===== src/rtl/spike_stream_packer.sv =====
// Packs eight 8-channel spike beats into 64-bit words behind a small FWFT FIFO,
// with a frame-end flush that emits a zero-padded last word and reports drain completion.
module spike_stream_packer #(
    parameter int FIFO_DEPTH     = 4,
    parameter int BEATS_PER_WORD = 8
) (
    input  logic        sclk,
    input  logic        s_rst_n,
    input  logic [7:0]  ch0_data_i,
    input  logic [7:0]  ch1_data_i,
    input  logic [7:0]  ch2_data_i,
    input  logic [7:0]  ch3_data_i,
    input  logic [7:0]  ch4_data_i,
    input  logic [7:0]  ch5_data_i,
    input  logic [7:0]  ch6_data_i,
    input  logic [7:0]  ch7_data_i,
    input  logic        ch_data_vld_i,
    input  logic        flush_i,
    output logic [63:0] stream_tx_data,
    output logic        stream_tx_last,
    output logic        stream_tx_vld,
    input  logic        stream_tx_rdy,
    output logic        flush_done_o,
    output logic        overflow_o
);
    localparam int PTR_W  = $clog2(FIFO_DEPTH);
    localparam int CNT_W  = PTR_W + 1;
    localparam int BEAT_W = $clog2(BEATS_PER_WORD);

    typedef enum logic [1:0] {S_PACK, S_DRAIN, S_DONE} state_t;

    state_t              state_q, state_d;
    logic [63:0]         pack_q, pack_d, pack_ins;
    logic [BEAT_W-1:0]   cnt_q, cnt_d;
    logic [CNT_W-1:0]    count_q, count_d;
    logic [PTR_W-1:0]    wr_ptr_q, rd_ptr_q;
    logic                ovf_q, ovf_set;
    logic [64:0]         mem_q [FIFO_DEPTH];
    logic [64:0]         head;
    logic [7:0]          beat;
    logic                push, push_last, push_ok, pop, full;
    logic [63:0]         push_data;
    logic                unused_ch_bits;

    assign beat = {ch7_data_i[0], ch6_data_i[0], ch5_data_i[0], ch4_data_i[0],
                   ch3_data_i[0], ch2_data_i[0], ch1_data_i[0], ch0_data_i[0]};
    assign unused_ch_bits = ^{ch0_data_i[7:1], ch1_data_i[7:1], ch2_data_i[7:1], ch3_data_i[7:1],
                              ch4_data_i[7:1], ch5_data_i[7:1], ch6_data_i[7:1], ch7_data_i[7:1]};

    always_comb begin
        state_d   = state_q;
        pack_d    = pack_q;
        cnt_d     = cnt_q;
        push      = 1'b0;
        push_last = 1'b0;
        push_data = pack_q;
        ovf_set   = 1'b0;
        pack_ins  = pack_q;
        if (ch_data_vld_i)
            pack_ins[{cnt_q, 3'b000} +: 8] = beat;

        case (state_q)
            S_PACK: begin
                if (flush_i) begin
                    // A same-cycle beat is folded in before the tail word is emitted.
                    push      = ch_data_vld_i || (cnt_q != '0);
                    push_last = 1'b1;
                    push_data = pack_ins;
                    pack_d    = '0;
                    cnt_d     = '0;
                    state_d   = S_DRAIN;
                end else if (ch_data_vld_i) begin
                    if (cnt_q == BEAT_W'(BEATS_PER_WORD - 1)) begin
                        push      = 1'b1;
                        push_data = pack_ins;
                        pack_d    = '0;
                        cnt_d     = '0;
                    end else begin
                        pack_d = pack_ins;
                        cnt_d  = cnt_q + 1'b1;
                    end
                end
            end
            S_DRAIN: begin
                ovf_set = ch_data_vld_i;
                if (count_q == '0)
                    state_d = S_DONE;
            end
            S_DONE: begin
                ovf_set = ch_data_vld_i;
                pack_d  = '0;
                cnt_d   = '0;
                state_d = S_PACK;
            end
            default: state_d = S_PACK;
        endcase

        pop     = (count_q != '0) && stream_tx_rdy;
        full    = (count_q == CNT_W'(FIFO_DEPTH));
        // A full FIFO still accepts a push when its head leaves on the same edge.
        push_ok = push && (!full || pop);
        if (push && !push_ok)
            ovf_set = 1'b1;

        count_d = count_q;
        case ({push_ok, pop})
            2'b10:   count_d = count_q + 1'b1;
            2'b01:   count_d = count_q - 1'b1;
            default: count_d = count_q;
        endcase
    end

    always_ff @(posedge sclk or negedge s_rst_n) begin
        if (!s_rst_n) begin
            state_q  <= S_PACK;
            pack_q   <= '0;
            cnt_q    <= '0;
            count_q  <= '0;
            wr_ptr_q <= '0;
            rd_ptr_q <= '0;
            ovf_q    <= 1'b0;
        end else begin
            state_q <= state_d;
            pack_q  <= pack_d;
            cnt_q   <= cnt_d;
            count_q <= count_d;
            if (push_ok) wr_ptr_q <= wr_ptr_q + 1'b1;
            if (pop)     rd_ptr_q <= rd_ptr_q + 1'b1;
            if (ovf_set) ovf_q    <= 1'b1;
        end
    end

    always_ff @(posedge sclk) begin
        if (push_ok)
            mem_q[wr_ptr_q] <= {push_last, push_data};
    end

    // Head is masked while empty so stale storage never shows on the port.
    assign head           = stream_tx_vld ? mem_q[rd_ptr_q] : '0;
    assign stream_tx_vld  = (count_q != '0);
    assign stream_tx_data = head[63:0];
    assign stream_tx_last = head[64];
    assign flush_done_o   = (state_q == S_DONE);
    assign overflow_o     = ovf_q;

endmodule


===== config.mk =====
export PLATFORM = sky130hd
export DESIGN_NAME = spike_stream_packer
export DESIGN_NICKNAME = d
export VERILOG_FILES = /design/src/rtl/spike_stream_packer.sv
export SDC_FILE = /design/constraint.sdc
export NUM_CORES = 1
export LEC_CHECK = 0
export ABC_AREA = 1
export CAP_MARGIN = 15
export CORE_ASPECT_RATIO = 0.9
export CORE_MARGIN = 5
export CORE_UTILIZATION = 63
export CTS_BUF_LIST = sky130_fd_sc_hd__clkbuf_16
export DETAILED_ROUTE_END_ITERATION = 8
export PLACE_DENSITY = 0.82
export SKIP_LAST_GASP = 1
export SYNTH_ARGS = -nofsm -noshare
export SYNTH_HDL_FRONTEND = slang
export SYNTH_SLANG_ARGS = --single-unit

===== constraint.sdc =====
create_clock -name sclk -period 13.8 [get_ports sclk]
set_input_delay 1.38 -clock sclk [delete_from_list [all_inputs] [get_ports sclk]]
set_output_delay 1.38 -clock sclk [all_outputs]
set_load 0.01 [all_outputs]

* Yosys cells after proc, flatten, opt, wreduce, memory -nomap -nowiden
Memory sizes are Yosys's and may differ from the RTL's.
Cells that the tools add are included.
Widths: inputs -> output; s select.
** Operators by class
- Shift operators :: 2
- Reductions and logical operators :: 16
- Mux-type cells :: 29
- $add $sub $neg :: 6
- Equal/unequal tests :: 9
** Operators with widths (number)
- $mux 64 :: 8
- $pmux 64 s2 :: 1
- $mux 65 :: 1
- $bwmux 64 :: 1
- $shift 8x8->64 const A :: 1
- $shiftx 8x8->64 :: 1
- $pmux 3 s2 :: 2
- $mux 1 :: 10
- $mux 3 :: 3
- $neg 6->8 :: 1
- $add 3x1->3 const B :: 2
- $eq 3x3->1 const B :: 2
- $reduce_bool 3->1 :: 2
- $add 2x1->2 const B :: 2
- $eq 2x1->1 const B :: 2
- $eq 2x2->1 const B :: 2
- $mux 2 :: 2
- $ne 2x2->1 const B :: 2
- $pmux 2 s2 :: 1
- $reduce_and 2->1 :: 2
- $reduce_bool 2->1 :: 2
- $logic_and 1x1->1 :: 3
- $logic_not 3->1 :: 1
- $ne 3x3->1 const B :: 1
- other kinds (5) :: 7
** Word-level totals
- Bits of input ports :: 69
- Memory bits (writable) :: 260
- Memories kept :: 1
- Register bits :: 77
- Logic and storage cells :: 70
** Memories
- mem_q :: depth 4, width 65, read ports 1, clocked after memory_dff 0, write ports 1, RTL line 38 : logic [64:0] mem_q [FIFO_DEPTH];

* Depth between registers and ports, before layout
- Depth in word-level cells :: 9
- Mapped depth :: 15
- Depth with buffers taken out :: 14

* Least setup slack after synthesis
No wires, ideal clock.
- Kind :: in2reg
- Start :: in ch_data_vld_i
- End :: mem mem_q[0][0] (enable)
- Arrival :: 4555 ps
- Setup slack :: 8757 ps
- Setup time :: 489 ps
- Stages :: 6
- Cell sequence :: nand2_2 nand2_1 nand2_1 nand2_1 nand2_1 nor2_1
** On the way
- Cells in the longest elaborated chain, start to end :: 6
- Elaborated cells on any way between the ends :: 7
** Ends and longest elaborated chain
- start, declared :: RTL line 17 : input logic ch_data_vld_i,
- $mux 1 / $logic_or 1x1->1 (equally long branches) :: RTL line 72, 66
- $mux 1 * :: RTL line 64 : if (flush_i) begin
- $mux 1 * :: RTL line 62 : case (state_q)
- $logic_and 1x1->1 * :: RTL line 101 : push_ok = push && (!full || pop);
- $mux 1 * :: RTL line 134 : if (push_ok)
- $mux 1 (not written as such) * :: RTL line 135 : mem_q[wr_ptr_q] <= {push_last, push_data};
- end, declared :: RTL line 38
Mark *: on every way between the ends. The rest lies on a longest branch, timed or not.

* Final worst setup path
- Start :: reg rd_ptr_q[0]
- End :: out stream_tx_data[46]
** On the way
- Cells in the longest elaborated chain, start to end :: 2
** Ends and longest elaborated chain
- start, declared :: RTL line 36 : logic [PTR_W-1:0] wr_ptr_q, rd_ptr_q;
- start signal, assigned :: RTL line 128 : if (pop) rd_ptr_q <= rd_ptr_q + 1'b1;
- $mem_v2 4x65
- $mux 65 :: RTL line 139 : assign head = stream_tx_vld ? mem_q[rd_ptr_q] : '0;
- end, declared :: RTL line 19 : output logic [63:0] stream_tx_data,
No other way between the ends.

==> results.py <==
metrics = {
    "worst_setup_path": {
        "cp.required_ns": 12.42,
        "reg2reg_slack_ns": 9.85,
        "crit_path_end_kind": "output port",
        "crit_type": "reg -> out",
        "cp-start-kind": "register",
        "critPathMaxFanout": 74,
        "worstPathArrival_ns": 3.41,
    },
    "placed_design": {
        "gp_congestion": 0.960,
        "io_buffers": 80,
        "dpl.hpwl_mm": 23.4,
    },
    "clock_network": {
        "cts_root_buf": "clkbuf_16",
        "cts_tree": "built",
        "numCtsBuffers": 35,
        "postCtsHoldBufs": 0,
        "cts.sinks": 337,
        "clk_pin_slew_ns": 0.06,
        "ctsResizeCount": 0,
        "clkLatencyLatePin_ns": 0.53,
        "cts_max_path_buffers": 3,
        "htree_levels": 2,
        "postCtsSetupBuffers": 0,
    },
    "layout": {
        "mostFrequentLayoutCell": "nand2_1",
        "layout_common_cells": "nand2_1 (399), nor2_1 (276), edfxtp_1 (260), o21ai_0 (216), nand3_1 (152)",
        "final-seq-area_sq_um": 9740,
        "nets": 1887,
        "multi_input_area_sq_um": 5490,
        "syn_to_final_growth_pct": 13.1,
        "nFillCells": 1782,
        "drive_above_1_share": 0.0542,
        "num_antenna_cells": 0,
    },
    "floorplan": {
        "die_area_sq_um": 28800,
        "placementRows": 55,
        "ios": 137,
        "start_util": 0.639,
        "dieHeight_microns": 161,
        "die_w_microns": 178,
        "core_area_sq_um": 25100,
    },
    "detailed_routing": {
        "first_pass_iters": 6,
        "drc": 0,
        "viasPerCell": 5.90,
        "wirelength_mm": 40.0,
        "via_count": 12795,
        "ant_nets": 0,
        "drtIter0Drc": 1507,
        "post_drt_wl_per_cell_microns": 18.5,
    },
    "yosys": {
        "synth_xor_area_frac": 0.00109,
        "synth_compound_area_frac": 0.104,
        "synthMuxAreaShare": 0,
        "syn_nets": 1846,
        "ys_ff_latch": 337,
        "syn_area_sq_um": 16000,
        "synthCells": 1760,
        "ys_seq_area_frac": 0.607,
        "yosys_warnings": 0,
        "syn_area_per_cell_sq_um": 9.12,
        "synth_top_family_by_area": "simple AND/OR/NAND/NOR gates",
        "synth_cell_types": 34,
        "yosys.area_share.simple": 0.221,
        "synthAdderAreaFrac": 0.0137,
    },
    "grt": {
        "grt_usage": 0.278,
        "grt_pass1_wl_mm": 63.7,
        "grt_pass1_vias": 12538,
        "antenna_found_initial": 0,
        "grt_max_degree": 131,
        "grt-ovfl-total": 0,
    },
    "power_and_ir_drop": {
        "power_uw": 3650,
        "peakVddDrop_uv": 232,
        "powerDensity_nw_per_um2": 201,
        "cellLeakagePower_uw": 0.00716,
    },
    "sta": {
        "slew_violations": 0,
        "worstMarginPinSlew_ns": 1.26,
        "hold_viol_final": 0,
        "grt_setup_unrepaired": "false",
        "max_clock_freq_ghz": 0.209,
        "setup_viol": 0,
        "post-route-period-util": 0.347,
        "min_period_ns": 4.79,
        "relSlewSlack": 0.160,
        "finalSetupTns_ns": 0,
        "clock_skew_ns": 0.0152,
    },
    "min_path": {
        "hold_class": "reg -> reg",
    },
    "flow_run": {
        "cap_viol_max_count": 0,
    },
    "outcome": {
        "status": "complete, no violations",
    },
}
## synthesized netlist by cell type
master	number	share of area
a21oi_1	95	0.030
nand3b_1	5	0.0023
o21ai_0	216	0.067
buf_6	1	0.00070
nor3_4	1	0.0010
o21ai_4	1	0.0010
nand2_4	1	0.00070
clkbuf_1	48	0.011
buf_4	3	0.0014
nor2_4	3	0.0021
nand3_2	4	0.0025
o21ai_1	14	0.0044
o22ai_1	1	0.00039
fa_1	1	0.0012
nand3_1	152	0.047
inv_2	10	0.0023
nor2_2	1	0.00039
nand2_1	399	0.093
buf_2	24	0.0075
or2_2	1	0.00039
edfxtp_1	260	0.49
inv_1	112	0.026
o22ai_2	1	0.00078
o211ai_1	2	0.00094
clkinv_1	1	0.00023
xor2_1	2	0.0011
clkbuf_2	2	0.00062
dfrtp_1	77	0.12
nor2_1	280	0.066
nand2_2	4	0.0016
nor3_1	1	0.00031
buf_1	13	0.0030
ha_1	16	0.012
nand4_1	8	0.0031
## path summary, 6_finish.rpt
kind	end	start	cells past startpoint
worst max-delay path	stream_tx_data[46]	rd_ptr_q[0]$_DFFE_PN0P_	6
worst min-delay path	pack_q[31]$_DFFE_PN0P_	pack_q[31]$_DFFE_PN0P_	2
worst max register to register	mem_q[3][4]$_DFFE_PP_	cnt_q[0]$_DFFE_PN0P_	8
worst min register to register	pack_q[31]$_DFFE_PN0P_	pack_q[31]$_DFFE_PN0P_	2
max in group asynchronous	rd_ptr_q[0]$_DFFE_PN0P_	s_rst_n	1
min in group asynchronous	pack_q[15]$_DFFE_PN0P_	s_rst_n	1
## critical path: stages, from the launching register on
cell,delay (ns)
dfrtp_4,0.88
buf_4,0.76
nor2_1,0.11
nor2_1,0.15
o21ai_0,0.12
a21oi_1,0.25
clkdlybuf4s50_1,0.59
## logic make-up after synthesis
| logic type | Yosys count |
|---|---|
| and+or+nand+nor | 860 |
| DFF | 337 |
| AOI/OAI and AO/OA | 330 |
| buffers and inverters | 214 |
| adders and majority gates | 17 |
| xor gates and xnor gates | 2 |
## stage by stage
| step | std cells | utilization | hold WS (ns) | instance area (sq um) | setup slack (ns) |
|---|---|---|---|---|---|
| finish | 2168 | 0.723 | 0.507 | 18200 | 9.01 |
| global route | 2168 | 0.723 | 0.535 | 18200 | 8.82 |
| CTS | 2167 | 0.722 | 0.508 | 18100 | 8.93 |
| detailed placement | 2105 | 0.678 | 0.491 | 17000 | 9.23 |
| global placement | 2105 | 0.678 | 0.474 | 17000 | 9.27 |
| floorplan | 1760 | - | 0.463 | 16000 | 8.76 |
## sequential cells by signal, summed over array words and instances (netlist names)
register,cells
mem_q,260
pack_q,64
cnt_q,3
count_q,3
rd_ptr_q,2
state_q,2
wr_ptr_q,2
overflow_o,1
## routing by layer
layer | share of wire | global-route usage
met5 | 0 | 0
met4 | 0.032 | 0.0963
met3 | 0.086 | 0.0407
met2 | 0.48 | 0.452
met1 | 0.40 | 0.387
## where the power goes
part	total, uW	leakage [uW]	switching (uW)	internal, uW
registers	1270	0.00349	62.5	1200
clock network	903	0.000579	380	522
logic	1480	0.00309	940	543
total	3650	0.00716	1380	2270
## area by class of cell
| cell class | instances | area share |
|---|---|---|
| repair buffers | 95 | 0.0513 |
| clock buffers | 37 | 0.0510 |
| well taps | 342 | 0.0236 |
| flip-flops and latches | 337 | 0.537 |
| inverters | 123 | 0.0254 |
| clock inverters | 25 | 0.00958 |
| multi-input cells | 1209 | 0.303 |
Power figures use the tool's default switching activity.
